[src/rtl/imem_port_arbiter.sv]
// imem_port_arbiter: shares the single-port imem between the IF fetch port and the loader/debug port.
// Define IMEM_ARB_PERF_EN to add perf_stall_cnt, a saturating count of stall cycles.
module imem_port_arbiter #(
   parameter int unsigned ADDR_W     = 8,
   parameter int unsigned DATA_W     = 32,
   parameter int unsigned MEM_LAT    = 1,
   parameter int unsigned STARVE_MAX = 4
) (
   input  logic              clk,
   input  logic              reset,
   input  logic              f_req,
   input  logic [ADDR_W-1:0] f_addr,
   output logic              f_gnt,
   output logic              f_rvalid,
   output logic [DATA_W-1:0] f_rdata,
   output logic              stall,
   input  logic              l_req,
   input  logic              l_we,
   input  logic [ADDR_W-1:0] l_addr,
   input  logic [DATA_W-1:0] l_wdata,
   output logic              l_gnt,
   output logic              l_rvalid,
   output logic [DATA_W-1:0] l_rdata,
   output logic              mem_en,
   output logic              mem_we,
   output logic [ADDR_W-1:0] mem_addr,
   output logic [DATA_W-1:0] mem_wdata,
   input  logic [DATA_W-1:0] mem_rdata
`ifdef IMEM_ARB_PERF_EN
   ,
   output logic [15:0]       perf_stall_cnt
`endif
);

   localparam int unsigned LAT_W = 3;
   localparam int unsigned STV_W = 4;

   typedef enum logic {IDLE, BUSY} state_t;

   state_t             state_q;
   state_t             state_d;
   logic [LAT_W-1:0]   lat_q;
   logic [STV_W-1:0]   starve_q;
   logic               owner_l_q;
   logic               owner_we_q;
   logic               fetch_win;
   logic               capture;

   // State register
   always_ff @(posedge clk or posedge reset) begin
      if (reset) state_q <= IDLE;
      else       state_q <= state_d;
   end

   // Next state: one grant per IDLE visit, BUSY until the latency counter expires
   always_comb begin
      state_d = state_q;
      case (state_q)
         IDLE:    if (f_req || l_req) state_d = BUSY;
         BUSY:    if (lat_q == '0)    state_d = IDLE;
         default: state_d = IDLE;
      endcase
   end

   // Grant and memory strobe; loader wins unless fetch has waited STARVE_MAX grants
   always_comb begin
      fetch_win = 1'b0;
      f_gnt     = 1'b0;
      l_gnt     = 1'b0;
      mem_en    = 1'b0;
      mem_we    = 1'b0;
      mem_addr  = '0;
      mem_wdata = '0;
      stall     = f_req & ~f_rvalid & ~reset;
      if (state_q == IDLE && !reset) begin
         fetch_win = f_req & (~l_req | (starve_q == STV_W'(STARVE_MAX)));
         f_gnt     = fetch_win;
         l_gnt     = l_req & ~fetch_win;
         mem_en    = f_gnt | l_gnt;
         mem_we    = l_gnt & l_we;
         if (l_gnt)      mem_addr = l_addr;
         else if (f_gnt) mem_addr = f_addr;
         if (l_gnt && l_we) mem_wdata = l_wdata;
      end
   end

   // Read data is on mem_rdata in the last counted cycle; rvalid lands the cycle after
   assign capture = (state_q == BUSY) && (lat_q == LAT_W'(1));

   always_ff @(posedge clk or posedge reset) begin
      if (reset) begin
         lat_q      <= '0;
         owner_l_q  <= 1'b0;
         owner_we_q <= 1'b0;
         f_rvalid   <= 1'b0;
         l_rvalid   <= 1'b0;
         f_rdata    <= '0;
         l_rdata    <= '0;
      end else begin
         f_rvalid <= 1'b0;
         l_rvalid <= 1'b0;
         if (mem_en) begin
            owner_l_q  <= l_gnt;
            owner_we_q <= mem_we;
            lat_q      <= LAT_W'(MEM_LAT);
         end else if (state_q == BUSY && lat_q != '0) begin
            lat_q <= lat_q - LAT_W'(1);
         end
         if (capture) begin
            if (owner_l_q) begin
               l_rvalid <= 1'b1;
               l_rdata  <= owner_we_q ? '0 : mem_rdata;
            end else begin
               f_rvalid <= 1'b1;
               f_rdata  <= mem_rdata;
            end
         end
      end
   end

   // Consecutive loader grants taken while fetch is waiting
   always_ff @(posedge clk or posedge reset) begin
      if (reset)                                        starve_q <= '0;
      else if (!f_req || f_gnt)                         starve_q <= '0;
      else if (l_gnt && starve_q != STV_W'(STARVE_MAX)) starve_q <= starve_q + STV_W'(1);
   end

`ifdef IMEM_ARB_PERF_EN
   always_ff @(posedge clk or posedge reset) begin
      if (reset)                               perf_stall_cnt <= '0;
      else if (stall && perf_stall_cnt != '1)  perf_stall_cnt <= perf_stall_cnt + 16'd1;
   end
`endif

endmodule

[config.mk]
export PLATFORM = sky130hd
export DESIGN_NAME = imem_port_arbiter
export DESIGN_NICKNAME = d
export VERILOG_FILES = /design/src/rtl/imem_port_arbiter.sv
export SDC_FILE = /design/constraint.sdc
export NUM_CORES = 1
export LEC_CHECK = 0
export BUFFER_PORTS_ARGS = -buffer_cell sky130_fd_sc_hd__buf_2
export CORE_ASPECT_RATIO = 1.75
export CORE_MARGIN = 3
export CORE_UTILIZATION = 45
export CTS_CLUSTER_DIAMETER = 150
export CTS_CLUSTER_SIZE = 20
export DETAILED_ROUTE_END_ITERATION = 7
export PLACE_DENSITY = 0.81
export SYNTH_ARGS = -nofsm -noshare
export SYNTH_HDL_FRONTEND = slang
export SYNTH_SLANG_ARGS = --single-unit
[constraint.sdc]
create_clock -name clk -period 3.32 [get_ports clk]
set_clock_uncertainty 0.05 [all_clocks]
set_input_delay 0.498 -clock clk [delete_from_list [all_inputs] [get_ports clk]]
set_output_delay 0.498 -clock clk [all_outputs]
set_load 0.005 [all_outputs]
==> flow_metrics.tcl, run 1 <==
set metrics [dict create \
    path_clk_slew_ps 50 \
    fmax_mhz 364 \
    power.leakage_nw 2.68 \
    rsz0062_at_grt "false" \
    start_util 0.465 \
    min_period_over_period 0.828 \
    cpMaxStageDelayCell "o211a_1" \
    worstPathCellList "nor2_1 -> buf_4 -> o211a_1 -> and3_1 -> buf_2" \
    die_y_um 123 \
    synth_edf_count 0 \
    synthCells 340 \
    cpPeakStageDelay_ps 670 \
    final.setup.tns_ps 0 \
    dieWidth_um 73.1 \
    critPathArrivalTime_ps 2200 \
    hp-class "in2async" \
    num_rows 42 \
    synth.cell_area_um2 3550 \
    switching_share 0.321 \
    yosys.area.top_type_share 0.536 \
    finalPower_mw 3.93 \
    internal-power_mw 2.66 \
    ys_ff_latch 76 \
    syn_nets 430 \
    grt_pass1_wl_um 14100 \
    cts_setup_buffers 0 \
    grt_max_degree 66 \
    cp-start-kind "register" \
    slew_violations 0 \
    reg2reg_slack_ps 1350 \
    via_per_inst 5.04 \
    wl_met1_um 3650 \
    status "completed" \
    pin_count 196 \
    dp_hpwl_um 6920 \
    slew_headroom 0.417 \
    hold_violations 0 \
    cts_tree "done" \
    drt-initial-drc-count 175 \
    dr_wl_met3_um 685 \
    syn_area_per_cell_um2 10.4 \
    setup_violations 0 \
    synthTopCellsByArea "dfrtp_1 (54%), mux2_2 (10%), o21ai_0 (5.9%)" \
    dp_cells 603 \
    cts_root_buffer "clkbuf_16" \
    synth_ff_type "dfrtp_1" \
    die_area_um2 9020 \
    cts_resized 0 \
    drive_gt1_frac 0.470 \
    routedWlPerCell_um 14.9 \
    synthMostInstantiatedCell "dfrtp_1" \
    nNetsFinal 616 \
    cts_buffers 9 \
    num_antenna_cells 0 \
    seq_area_frac_synth 0.536 \
    clkPwrFrac 0.223 \
    dr_total_vias 3117 \
    comb_power_share 0.359 \
    gp_congestion 0.787 \
    ir_drop_mv 0.450 \
    antenna_left 0 \
    pwr-share-seq 0.418 \
    routed_wl_um 9230 \
    drtPass1Iterations 4 \
    antenna_found_initial 0 \
    async_reset_ff_frac 1.00 \
    port_buffers 195 \
    htreeDepth 3 \
    grt.total_usage 0.204 \
    postCtsHoldBufs 0 \
    synth_common_cells "dfrtp_1 (76), o21ai_0 (42), nand2_1 (37)" \
    area_growth_pct 36.0 \
    grt_pass1_vias 3040 \
    top_layer "met4" \
    crit_path_max_fanout 35 \
    drc 0 \
    clockBufferDepth 2 \
    p_per_area_nw_per_um2 814 \
    fin_crit_ps 2750 \
    grt_overflow 0 \
    synth_cell_types 32 \
    final_util 0.633 \
    worstSkewPairLatency_ps 330 \
    switching_power_mw 1.26 \
    met2_wirelength_um 4710 \
    max-cap-violations 0 \
    synth_top_cell_by_area "dfrtp_1" \
    worst_slew_pin_slew_ps 875 \
    coreArea_um2 7620 \
    cts_sinks 76 \
    stdcell_count 618 \
    crit_required_ps 2770 \
    synth_warnings 0 \
    path_class "reg2out" \
    worstSetupEndpointType "primary output" \
    fillCellCount 637 \
]
-- per-stage QoR --
| stage | cell area [um2] | hold WS [ps] | worst slack [ps] |
|---|---|---|---|
| 2_1_floorplan | 3550 | 423 | 834 |
| 3_3_place_gp | 4550 | 407 | 862 |
| 3_5_place_dp | 4550 | 415 | 797 |
| 4_1_cts | 4820 | 281 | 594 |
| 5_1_grt | 4820 | 316 | 419 |
| 6_report | 4820 | 254 | 572 |
-- layout by cell type, fill, tap and decap left out, types with 2 or more instances in the layout --
cell	instances
buf_2	195
dfrtp_1	76
o21ai_0	42
nand2_1	37
nand2b_1	32
mux2_2	32
and3_1	32
nand3_1	21
clkbuf_16	9
inv_1	8
ha_1	5
nor3_1	4
nor2_1	3
a21oi_1	3
buf_4	3
nand4_1	2
and2_1	2
a31oi_1	2
a21o_1	2
clkbuf_1	2
clkinv_2	2
clkbuf_8	2
-- routing by layer --
| metal | vias up | GRT usage |
|---|---|---|
| met1 | 1462 | 0.246 |
| met5 | - | 0 |
| met2 | 109 | 0.335 |
| met3 | 12 | 0.0553 |
| met4 | 0 | 0.0901 |
| li1 | 1534 | - |
-- registers in the layout, indices dropped and copies added, names as in the netlist --
register,cells
owner_we_q,1
lat_q,3
state_q,1
starve_q,4
owner_l_q,1
f_rdata,32
f_rvalid,1
l_rdata,32
l_rvalid,1
-- critical path: cells and delay by family (launching register included) --
family                 cells  cell delay, ps
DFF                        1             460
AOI/OAI and AO/OA          1             670
buffers and inverters      2             360
and+or+nand+nor            2             380
-- worst paths after layout --
| path | from | to | cells after the start |
|---|---|---|---|
| min in group clk | mem_rdata[16] | f_rdata[16] | 2 |
| max reg2reg | starve_q[0] | owner_we_q | 6 |
| min reg2reg | l_rdata[25] | l_rdata[25] | 2 |
| min | reset | starve_q[1] | 2 |
| max in group asynchronous | reset | f_rdata[19] | 3 |
| max | state_q | mem_wdata[28] | 5 |
-- logic make-up (layout without fill, tap and decap cells) --
| group | Yosys count | after routing | synth area share |
|---|---|---|---|
| muxes | 32 | 32 | 0.102 |
| xor gates and xnor gates | 1 | 1 | 0.00247 |
| adders and majority gates | 5 | 5 | 0.0176 |
| and+or+nand+nor | 139 | 139 | 0.216 |
| AOI/OAI and AO/OA | 54 | 54 | 0.0822 |
| DFF | 76 | 76 | 0.536 |
| buffers and inverters | 33 | 223 | 0.0438 |
-- cell type report --
type	instances	area [um2]	share of cell area
clock inverters	2	10.0	0.00208
repair buffers	199	1020	0.211
inverters	9	33.8	0.00700
flip-flops and latches	76	1900	0.394
multi-input cells	231	1490	0.309
clock buffers	13	260	0.0540
well taps	88	110	0.0228
-- power by group through the flow --
stage          logic [mW]  clock network (mW)  registers, mW
2_1_floorplan       0.809                   0           1.64
3_3_place_gp         1.38                   0           1.64
3_5_place_dp         1.44                   0           1.66
4_1_cts              1.44               0.899           1.65
5_1_grt              1.59               0.941           1.71
6_report             1.41               0.874           1.64
No activity file was read; power rests on OpenSTA's default activity.
==> run 2, diff against run 1 <==
Settings changed: ABC_AREA set to 1, CORE_UTILIZATION 45 to 41, PLACE_DENSITY 0.81 to 0.77.
Clock period 3.32 ns to 2.5 ns, I/O delays scaled along.
==> run 2 against run 1 <==
  * Clock power is 37% higher
  * Final area is 3.8% higher
  * Combinational power is 50% higher
  * Via count is 20% higher
  * Sequential power is 29% higher
  * Sequential share of layout area is 1.5 points lower
  * Setup slack worse by 460 ps
  * Clock-buffer cell count is 3 lower
  * Wire length is 23% higher
  * Largest cell class unchanged
  * Largest power group unchanged
  * Highest routed layer unchanged
==> flow_metrics.tcl, run 2 <==
set metrics [dict create \
    worstSetupEndpointType "primary output" \
    power.leakage_nw 3.02 \
    port_buffers 195 \
    cts_root_buffer "clkbuf_16" \
    min_period_over_period 0.957 \
    crit_required_ps 2080 \
    final_common_cell "buf_2" \
    finalPower_mw 5.42 \
    htreeDepth 3 \
    start_util 0.428 \
    seq_area_frac_synth 0.527 \
    coreArea_um2 8420 \
    synthTopCellsByArea "dfrtp_1 (53%), nand2_1 (16%), nand3_1 (6.4%)" \
    synth_top_cell_by_area "dfrtp_1" \
    drt-initial-drc-count 234 \
    cpPeakStageDelay_ps 390 \
    cts_tree "done" \
    synthCells 458 \
    final.setup.worst_slack_ps 108 \
    grt_pass1_vias 3476 \
    setup_violations 0 \
    cp-start-kind "register" \
    worstSkewPairLatency_ps 330 \
    crit_path_max_fanout 12 \
    synth_cell_types 24 \
    grt_overflow 0 \
    grt.total_usage 0.219 \
    nNetsFinal 739 \
    ir_drop_mv 0.753 \
    synth.cell_area_um2 3610 \
    rsz0062_at_grt "false" \
    ys_ff_latch 76 \
    fillCellCount 754 \
    p_per_area_nw_per_um2 1080 \
    num_antenna_cells 0 \
    antenna_left 0 \
    grt_pass1_wl_um 17400 \
    path_class "reg2out" \
    area_growth_pct 38.8 \
    drtPass1Iterations 5 \
    die_area_um2 10000 \
    clockBufferDepth 2 \
    most-common-layout-cells "buf_2 (195), nand2_1 (158), dfrtp_1 (76), inv_1 (48), nand3_1 (46)" \
    cts_setup_buffers 0 \
    num_rows 44 \
    stdcell_count 769 \
    fin_crit_ps 2390 \
    grt_max_degree 77 \
    synth_common_cells "nand2_1 (158), dfrtp_1 (76), inv_1 (49)" \
    antenna_found_initial 0 \
    syn_area_per_cell_um2 7.88 \
    gp_congestion 0.879 \
    worstPathCellList "inv_1 -> ha_1 -> nand3_1 -> nand2_2 -> nand2_8 -> nand3_2 -> nor2_1 -> buf_2" \
    slew_violations 0 \
    drc 0 \
    via_per_inst 4.87 \
    postCtsHoldBufs 0 \
    pin_count 196 \
    cpMaxStageDelayCell "dfrtp_1" \
    slew_headroom 0.385 \
    yosys.area.top_type_share 0.527 \
    fmax_mhz 418 \
    dp_hpwl_um 8500 \
    cts_buffers 9 \
    hp-class "in2reg" \
    path_clk_slew_ps 60 \
    syn_nets 548 \
    path_buf_inv 2 \
    routed_wl_um 11300 \
    drive_gt1_frac 0.375 \
    max-cap-violations 0 \
    async_reset_ff_frac 1.00 \
    cts_sinks 76 \
    routedWlPerCell_um 14.7 \
    synthMostInstantiatedCell "nand2_1" \
    synth_warnings 0 \
    cp_top_family "simple AND/OR/NAND/NOR gates" \
    dp_cells 751 \
    top_regs "f_rdata x32, l_rdata x32, starve_q x4" \
    dr_total_vias 3748 \
    hold_violations 0 \
    status "completed" \
    dieWidth_um 76.9 \
    dp_slack_ps 301 \
    synth_edf_count 0 \
    critPathArrivalTime_ps 1970 \
    synth_ff_type "dfrtp_1" \
    worst_slew_pin_slew_ps 922 \
    die_y_um 130 \
]
==> run 2: cell count changes in the layout (fill, tap and decap cells not counted), sizes merged, moves of 5 or more <==
cell    previous run  this run
and3              32         0
o21ai             43        36
nand2             37       161
inv                9        52
mux2              32         0
nor3               5         0
nand2b            32         0
nand4              2        11
nand3             21        50
nor2               3        43
==> run 2: final cells by class <==
type                       count  area [um2]  area share
sequential                    76        1900       0.380
multi-input combinational    308        1460       0.291
timing repair buffer         202        1030       0.205
clock buffer                  10         239      0.0477
inverter                      52         199      0.0397
tap                          115         144      0.0287
clock inverter                 6        38.8     0.00774
==> run 2: cells by family (layout without fill, tap and decap cells) <==
group / after synthesis / in the layout / synth area share
AND/OR/NAND/NOR: 263 / 265 / 0.311
flip-flops: 76 / 76 / 0.527
buffers and inverters: 76 / 270 / 0.0901
AO/OA/AOI/OAI: 37 / 37 / 0.0524
adder cells (fa/ha/maj): 5 / 5 / 0.0173
XOR/XNOR: 1 / 1 / 0.00243
==> run 2: path summary, 6_finish.rpt <==
| kind | cells past startpoint | end | slack (ps) | start |
|---|---|---|---|---|
| max | 8 | mem_wdata[3] | 110 | starve_q[0] |
| min | 3 | f_rdata[26] | 210 | mem_rdata[26] |
| max reg2reg | 6 | f_rdata[9] | 850 | owner_l_q |
| min reg2reg | 2 | f_rdata[14] | 430 | f_rdata[14] |
| max in group asynchronous | 3 | l_rdata[23] | 1440 | reset |
| min in group asynchronous | 3 | lat_q[0] | 380 | reset |
==> run 2: worst reg2reg max path, delay by kind of cell (launching register included) <==
family | cells | cell delay, ps
buffers and inverters | 3 | 830
flip-flops | 1 | 360
AND/OR/NAND/NOR | 3 | 340
==> run 2: report_power, final <==
part,internal [mW],leakage (nW),switching (mW),total [mW]
logic,0.834,1.95,1.27,2.11
clock network,0.697,0.135,0.506,1.20
registers,1.81,0.938,0.291,2.11
==> run 2: routing by layer <==
layer,track usage,up-vias,part of all wire
li1,-,1812,-
met1,0.278,1786,0.40
met2,0.372,135,0.52
met3,0.0359,15,0.063
met4,0.0918,0,0.020
met5,0,-,0
==> run 2: what timing repair did <==
action | in CTS | in global routing
cloned | 1 | 1
setup endpoints to repair | 24 | 5
pin swaps | 0 | 1
resized for setup | 1 | 1
==> run 2: through the flow <==
step	setup TNS [ps]	hold WS (ps)	instance area (um2)	util
after global routing	0	205	5010	0.595
final	0	208	5010	0.595
after detailed placement	0	410	4690	0.557
after CTS	0	197	4990	0.592
after global placement	0	406	4690	0.557
after floorplan	-4180	399	3660	-
